--- src/rtl/deser_pkg.sv ---
// deser_pkg: shared constants, state type and slot helper for the
// one_to_seven_deser serial-to-parallel distributor.
//   SLOTS     - number of bit slots in an assembled word
//   SLOT_W    - width of the slot index
//   LAST_SLOT - index of the final slot of a word
//   state_e   - COLLECT (accepting bits) / STALL (full word parked, output busy)
package deser_pkg;

  localparam int SLOTS  = 7;
  localparam int SLOT_W = 3;

  localparam logic [SLOT_W-1:0] LAST_SLOT = 3'd6;

  typedef enum logic {
    COLLECT = 1'b0,
    STALL   = 1'b1
  } state_e;

  // Slot counter step: 0..6 then back to 0, so 7 is never produced.
  function automatic logic [SLOT_W-1:0] next_slot(input logic [SLOT_W-1:0] s);
    return (s == LAST_SLOT) ? '0 : s + 3'd1;
  endfunction

endpackage

--- src/rtl/one_to_seven_deser_slot_decoder.sv ---
// slot_decoder: 3-to-7 one-hot write-enable decoder, the structural dual of a
// 7-to-1 bit select. Slot index k enables bit k (ORDER=0) or bit 6-k (ORDER=1).
// Ports:
//   slot_i [SLOT_W-1:0] - slot index being written
//   we_o   [SLOTS-1:0]  - one-hot enable; index 3'b111 gives all zeros
module slot_decoder
  import deser_pkg::*;
#(
  parameter int ORDER = 0
) (
  input  logic [SLOT_W-1:0] slot_i,
  output logic [SLOTS-1:0]  we_o
);

  // Each output bit compares against a constant; no comparator ever matches 7,
  // so the unused code decodes to no enable at all.
  generate
    for (genvar gi = 0; gi < SLOTS; gi++) begin : g_we
      localparam logic [SLOT_W-1:0] SEL =
        (ORDER != 0) ? SLOT_W'(SLOTS - 1 - gi) : SLOT_W'(gi);
      assign we_o[gi] = (slot_i == SEL);
    end
  endgenerate

endmodule

--- src/rtl/one_to_seven_deser.sv ---
// one_to_seven_deser: serial-to-parallel distributor. Single bits accepted on
// InValid && Ready are routed by a slot counter into a 7-bit shadow word. A
// completed word is presented on Data with an OutValid/OutAck handshake; while
// the output is still occupied, one further completed word can wait in the
// shadow register (STALL) before input is throttled.
// Ports:
//   Clock    - rising-edge clock
//   Resetn   - asynchronous active-low reset
//   Clear    - synchronous flush, highest priority
//   SerialIn - data bit;  InValid - SerialIn valid this cycle
//   Ready    - a bit is accepted this cycle if InValid is high
//   Slot     - slot index the next accepted bit fills (0..6)
//   Data     - completed word, stable while OutValid is high
//   OutValid - Data holds an unconsumed word
//   OutAck   - consumer takes Data at this edge when OutValid is high
module one_to_seven_deser
  import deser_pkg::*;
#(
  parameter int ORDER = 0
) (
  input  logic              Clock,
  input  logic              Resetn,
  input  logic              Clear,
  input  logic              SerialIn,
  input  logic              InValid,
  output logic              Ready,
  output logic [SLOT_W-1:0] Slot,
  output logic [SLOTS-1:0]  Data,
  output logic              OutValid,
  input  logic              OutAck
);

  state_e            state_q, state_d;
  logic [SLOT_W-1:0] slot_q, slot_d;
  logic [SLOTS-1:0]  shadow_q, shadow_d;
  logic [SLOTS-1:0]  data_q, data_d;
  logic              out_valid_q, out_valid_d;
  logic              ready_q, ready_d;

  logic [SLOTS-1:0]  slot_we;
  logic [SLOTS-1:0]  merged_word;
  logic              accept;
  logic              word_done;

  slot_decoder #(
    .ORDER (ORDER)
  ) u_slot_decoder (
    .slot_i (slot_q),
    .we_o   (slot_we)
  );

  // Shadow with the incoming bit dropped into its slot; used both for partial
  // words and as the complete word when the last slot is written.
  assign merged_word = (shadow_q & ~slot_we) | (slot_we & {SLOTS{SerialIn}});
  assign accept      = InValid && ready_q;
  assign word_done   = accept && (slot_q == LAST_SLOT);

  always_comb begin
    state_d     = state_q;
    slot_d      = slot_q;
    shadow_d    = shadow_q;
    data_d      = data_q;
    out_valid_d = out_valid_q;

    if (Clear) begin
      state_d     = COLLECT;
      slot_d      = '0;
      shadow_d    = '0;
      data_d      = '0;
      out_valid_d = 1'b0;
    end else begin
      case (state_q)
        COLLECT: begin
          if (word_done) begin
            if (!out_valid_q || OutAck) begin
              // Output free (or being freed this edge): publish directly.
              data_d      = merged_word;
              out_valid_d = 1'b1;
              slot_d      = '0;
              shadow_d    = '0;
            end else begin
              // Output still owned by the consumer: park the word, hold Slot at 6.
              shadow_d = merged_word;
              state_d  = STALL;
            end
          end else begin
            if (accept) begin
              shadow_d = merged_word;
              slot_d   = next_slot(slot_q);
            end
            if (OutAck && out_valid_q) begin
              out_valid_d = 1'b0;
            end
          end
        end
        STALL: begin
          // OutValid is necessarily high here; the parked word replaces it.
          if (OutAck) begin
            data_d   = shadow_q;
            slot_d   = '0;
            shadow_d = '0;
            state_d  = COLLECT;
          end
        end
        default: begin
          state_d = COLLECT;
        end
      endcase
    end
  end

  assign ready_d = (state_d == COLLECT);

  always_ff @(posedge Clock or negedge Resetn) begin
    if (!Resetn) begin
      state_q     <= COLLECT;
      slot_q      <= '0;
      shadow_q    <= '0;
      data_q      <= '0;
      out_valid_q <= 1'b0;
      ready_q     <= 1'b1;
    end else begin
      state_q     <= state_d;
      slot_q      <= slot_d;
      shadow_q    <= shadow_d;
      data_q      <= data_d;
      out_valid_q <= out_valid_d;
      ready_q     <= ready_d;
    end
  end

  // Registered ready flag, forced low for as long as reset is held.
  assign Ready    = ready_q && Resetn;
  assign Slot     = slot_q;
  assign Data     = data_q;
  assign OutValid = out_valid_q;

endmodule

--- config.mk ---
export PLATFORM = sky130hd
export DESIGN_NAME = one_to_seven_deser
export DESIGN_NICKNAME = d
export VERILOG_FILES = /design/src/rtl/deser_pkg.sv /design/src/rtl/one_to_seven_deser_slot_decoder.sv /design/src/rtl/one_to_seven_deser.sv
export SDC_FILE = /design/constraint.sdc
export NUM_CORES = 1
export LEC_CHECK = 0
export CORE_ASPECT_RATIO = 1.1
export CORE_MARGIN = 5
export CORE_UTILIZATION = 47
export DETAILED_ROUTE_END_ITERATION = 7
export GPL_TIMING_DRIVEN = 0
export PLACE_DENSITY = 0.76
export SYNTH_ARGS = -nofsm -noshare
export SYNTH_HDL_FRONTEND = slang
export SYNTH_SLANG_ARGS = --single-unit
--- constraint.sdc ---
create_clock -name Clock -period 1.5 [get_ports Clock]
set_input_delay 0.3 -clock Clock [delete_from_list [all_inputs] [get_ports Clock]]
set_output_delay 0.3 -clock Clock [all_outputs]
set_load 0.02 [all_outputs]
# Word-level counts from Yosys, hierarchy flattened
# Index checks and enable logic that the tools add are counted.
# word_totals
ff_bits	20
inputBits	6
out_inout_bits	12
wordCells	66
# classes
addsub	1
n_eq_ne	13
n_mux	28
bitwise	6
reduce_logical	12
# op_table
op	count
7-bit 2-to-1 mux	9
7-bit one-hot mux with 2 select lines	2
3-bit 2-to-1 mux	6
7-bit AND	2
3-bit == test, second input constant	3
1-bit 2-to-1 mux	9
3-bit != test, second input constant	3
3-bit AND reduction	3
4-bit != test, second input constant	2
7-bit NOT	1
7-bit OR	1
3-bit by 2-bit == test with 1-bit output, second input constant	2
3-bit one-hot mux with 2 select lines	1
1-bit logical AND	4
3-bit by 1-bit adder with 3-bit output, second input constant	1
3-bit by 1-bit == test with 1-bit output, second input constant	1
3-bit zero test	1
3-bit by 2-bit != test with 1-bit output, second input constant	1
3-bit nonzero test	1
2-bit != test, second input constant	1
1-bit NOT	2
1-bit one-hot mux with 2 select lines	1
2-bit AND reduction	1
1-bit zero test	1
1-bit logical OR	1

# Longest topological paths before layout
# logic_depth
ltp_word	8
ltp_mapped	6
mapped_depth_nobuf	5

# Modules after synthesis
# Synthesis repeated with hierarchy kept, for this count alone.
# hier_totals
cells_unflattened	108
area_unflattened_um2	1124.8
# modules_own_cells
mod	n_inst	cells_each	area_each_um2	seq_area_each_um2
one_to_seven_deser	1	101	1067.3	501.7
slot_decoder	1	7	57.6	0.0

# Worst setup path before layout
# Ideal clock, no wire load.
# synth_timing
path_type	reg2reg
startpoint	register slot_q[0] (netlist: Slot[0])
endpoint	register data_q[3] (netlist: Data[3])
setup_ns	0.145
arrival_time_ns	1.372
required_ns	1.355
path_slack_ns	-0.017
stages_incl_launch_ff	7
path_buffers	1
period_less_slack_ns	1.517
cell_sequence	dfrtp_1 -> buf_2 -> and2_1 -> ha_1 -> nor2b_1 -> mux2i_1 -> a211oi_2
# synth_via
elab_chain_cells	8
elab_cells_between_ends	13
cone_classes	3 x eq/ne; 4 x mux; 4 x bitwise; 2 x reduce/logical
# synth_rtl
element	line	text
start, declared	one_to_seven_deser.sv:34	logic [SLOT_W-1:0] slot_q, slot_d;
start signal, assigned	one_to_seven_deser.sv:124	slot_q <= slot_d;
3-bit by 2-bit == test with 1-bit output	one_to_seven_deser_slot_decoder.sv:21	assign we_o[gi] = (slot_i == SEL);
7-bit NOT	one_to_seven_deser.sv:54	assign merged_word = (shadow_q & ~slot_we) | (slot_we & {SLOTS{SerialIn}});
7-bit AND	one_to_seven_deser.sv:54	
7-bit OR	one_to_seven_deser.sv:54	
7-bit 2-to-1 mux	one_to_seven_deser.sv:75	if (!out_valid_q || OutAck) begin
7-bit 2-to-1 mux	one_to_seven_deser.sv:74	if (word_done) begin
7-bit one-hot mux with 2 select lines	one_to_seven_deser.sv:72	case (state_q)
7-bit 2-to-1 mux	one_to_seven_deser.sv:65	if (Clear) begin
end signal, assigned	one_to_seven_deser.sv:126	data_q <= data_d;
end, declared	one_to_seven_deser.sv:36	logic [SLOTS-1:0] data_q, data_d;
# Parallel ways exist; a longest one is shown, timed or not. The select of a mux whose other input is x is not followed.
# A chain may end at the register's enable or synchronous reset.

# Worst setup path after layout
# layout_timing
startpoint	register state_q
endpoint	register slot_q[1] (netlist: Slot[1])
# layout_via
elab_chain_cells	3
elab_cells_between_ends	7
cone_classes	3 x eq/ne; 2 x mux; 1 x bitwise; 1 x reduce/logical
# layout_rtl
element	line	text
start, declared	one_to_seven_deser.sv:33	state_e state_q, state_d;
start signal, assigned	one_to_seven_deser.sv:123	state_q <= state_d;
1-bit NOT	n/a	
4-bit != test (no source line) or 3-bit one-hot mux with 2 select lines (tied branches)	n/a	
3-bit AND reduction (no source line) or 3-bit 2-to-1 mux (tied branches)	n/a	
# Parallel ways exist; a longest one is shown, timed or not.

==> flow_metrics.env <==
export IMPL_core_area_sq_um=2450
export IMPL_synthDistinctLibCells=42
export IMPL_cp_end_kind="flip-flop"
export IMPL_ys_seq_area_share_pct=42.9
export IMPL_die_h_um=62.3
export IMPL_grt_usage_pct=16.0
export IMPL_fin_crit_ns=1.53
export IMPL_syn_area_per_cell_sq_um=9.83
export IMPL_hold_violations=0
export IMPL_r2r_cells=5
export IMPL_post_drt_wl_per_cell_um=17.4
export IMPL_route_detailed_drc=0
export IMPL_synth_net_count=126
export IMPL_clock_path_buffers=2
export IMPL_gp_congestion=0.886
export IMPL_synthArstFlopShare_pct=100
export IMPL_fp_dieArea_sq_um=3590
export IMPL_grt_start_max_net_pins=20
export IMPL_rr_endpoint="Slot[1]"
export IMPL_routed_via_density=6.06
export IMPL_max_slew_margin_rel_pct=41.8
export IMPL_pre_cts_ws_ns=-1.07
export IMPL_synth_area_leaders="dfrtp_1 (41%), a211oi_2 (7.5%), mux2i_1 (6.0%)"
export IMPL_worstPathArrival_ns=1.72
export IMPL_r2r_start="state_q"
export IMPL_max_freq_ghz=0.655
export IMPL_drv_cap=0
export IMPL_netlist_area_sq_um=1170
export IMPL_synth_commonest_cells="dfrtp_1 (19), nor2_1 (8)"
export IMPL_vdd_drop_max_v=0.000870
export IMPL_multi_input_area_sq_um=682
export IMPL_setup_ws_ns=-0.0263
export IMPL_fillers=206
export IMPL_vias=1049
export IMPL_grt_ovfl_total=0
export IMPL_clockRootBuffer="clkbuf_4"
export IMPL_ys_warn_count=0
export IMPL_drive_gt1_share_pct=29.6
export IMPL_timing_hold_ws_ns=0.478
export IMPL_hold_path_class="in -> async"
export IMPL_post_cts_buffers=0
export IMPL_antenna_found_initial=0
export IMPL_ys_ff_latch=20
export IMPL_routed_wl_um=3000
export IMPL_synth_edf_count=0
export IMPL_critPathMaxFanout=11
export IMPL_violations="negative setup slack"
export IMPL_power_density_nw_per_um2=1070
export IMPL_yosys_area_top_type_share_pct=40.6
export IMPL_status="finished with violations"
export IMPL_drt_initial_drc_count=33
export IMPL_period_share_pct=102
export IMPL_dp_hpwl_um=1990
export IMPL_path_class="reg -> reg"
export IMPL_skew_ns=0.00333
export IMPL_worst_pin_slew_ns=0.870
export IMPL_synthToLayoutAreaGrowth_pct=28.1
export IMPL_slew_viol_final=0
export IMPL_p_total_mw=1.61
export IMPL_tritoncts="yes"
export IMPL_grt_pass1_wl_um=4640
export IMPL_r2r_slack_ns=-0.03
export IMPL_clkSinkCount=20
export IMPL_cts_buffers_inserted=3
export IMPL_seq_area_sq_um=504
export IMPL_n_antenna_cell=0
export IMPL_synth_area_leader_cell="dfrtp_1"
export IMPL_syn_inst=119
export IMPL_dr_pass1_iters=4
export IMPL_grt_setup_unrepaired="true"
export IMPL_rows=19
export IMPL_setup_viol=6
export IMPL_p_leak_nw=0.635
export IMPL_ant_nets=0
export IMPL_fin_util_pct=61.2
export IMPL_layout_nets=150
export IMPL_clk_latency_ns=0.30
export IMPL_first_global_vias=995
export IMPL_start_util_pct=47.8
export IMPL_io_pins=18
export IMPL_ys_flop_type="dfrtp_1"
export IMPL_io_buffers=17
export IMPL_startpoint_type="flip-flop"
export IMPL_path_clk_slew_ns=0.11
export IMPL_critPathRequiredTime_ns=1.70
export IMPL_h_tree_depth=1
export IMPL_synth_most_common_cell="dfrtp_1"
export IMPL_die_w_um=57.6
-- worst max-delay path, stage by stage (launching register included) --
cell and delay [ns]:
dfrtp_1 0.41, buf_4 0.19, a21oi_1 0.28, o21a_2 0.27
o22ai_1 0.09, a22o_1 0.18
-- power by group --
part / internal, mW / switching (mW) / leakage [nW]
combinational: 0.277 / 0.380 / 0.344
clock: 0.148 / 0.167 / 0.0210
sequential: 0.595 / 0.0383 / 0.269
total: 1.02 / 0.586 / 0.635
-- how the worst max path moves through the flow --
stage | startpoint | end | slack (ns)
after floorplan | Slot[0] | Data[3] | 0.007
after global placement | Resetn | Ready | -1.06
after detailed placement | Resetn | Ready | -1.07
after CTS | Slot[1] | Data[4] | 0.005
after global routing | Clear | shadow_q[4] | -0.1
final | state_q | Slot[1] | -0.03
-- timing repair --
item                       4_1_cts  5_1_grt
cloned                           0        1
pin swaps                        1        0
setup endpoints to repair       22       18
gates resized for setup         31       14
hold buffers                     2        0
hold endpoints to repair        19        0
-- sequential cells by signal, indices dropped and copies added (netlist names) --
| register | flops |
|---|---|
| Data | 7 |
| state_q | 1 |
| OutValid | 1 |
| Slot | 3 |
| ready_q | 1 |
| shadow_q | 7 |
-- kinds of logic after synthesis --
kind of cell | share of synthesized area (%)
and+or+nand+nor | 20.6
AOI/OAI and AO/OA | 24.2
DFF | 42.9
buffers and inverters | 5.24
muxes | 5.99
adders and majority gates | 1.07
-- through the flow --
step                      std cells  TNS, ns  instance area [sq um]
after floorplan                 119        0                   1170
after global placement          167    -4.57                   1380
after detailed placement        167    -4.98                   1380
after CTS                       172        0                   1440
after global routing            173   -0.826                   1500
final                           173  -0.0952                   1500
-- metal layers --
layer | GRT usage, % | part of all wire, % | vias to the layer above
li1 | - | - | 496
met1 | 22.6 | 43 | 507
met2 | 23.3 | 49 | 34
met3 | 2.90 | 3.4 | 12
met4 | 7.54 | 4.3 | 0
met5 | 0 | 0 | -
-- final cells by class --
type | count | share of cell area [%]
timing repair buffer | 19 | 11.5
sequential | 20 | 33.6
buffer | 7 | 3.34
inverter | 4 | 1.00
tap | 31 | 2.59
multi-input combinational | 88 | 45.5
clock buffer | 4 | 2.42
-- placed cells by master, fill, tap and decap left out, types with 3 or more instances in the layout --
master,n
a211oi_2,7
a21oi_1,7
buf_4,3
clkbuf_4,4
clkdlybuf4s50_1,4
dfrtp_1,17
dlygate4sd2_1,11
inv_1,4
mux2i_1,7
nand2_1,7
nor2_1,7
nor2_2,4
nor3_1,3
nor3_2,4
o21ai_0,3
o22ai_1,3
Power figures use the tool's default switching activity.
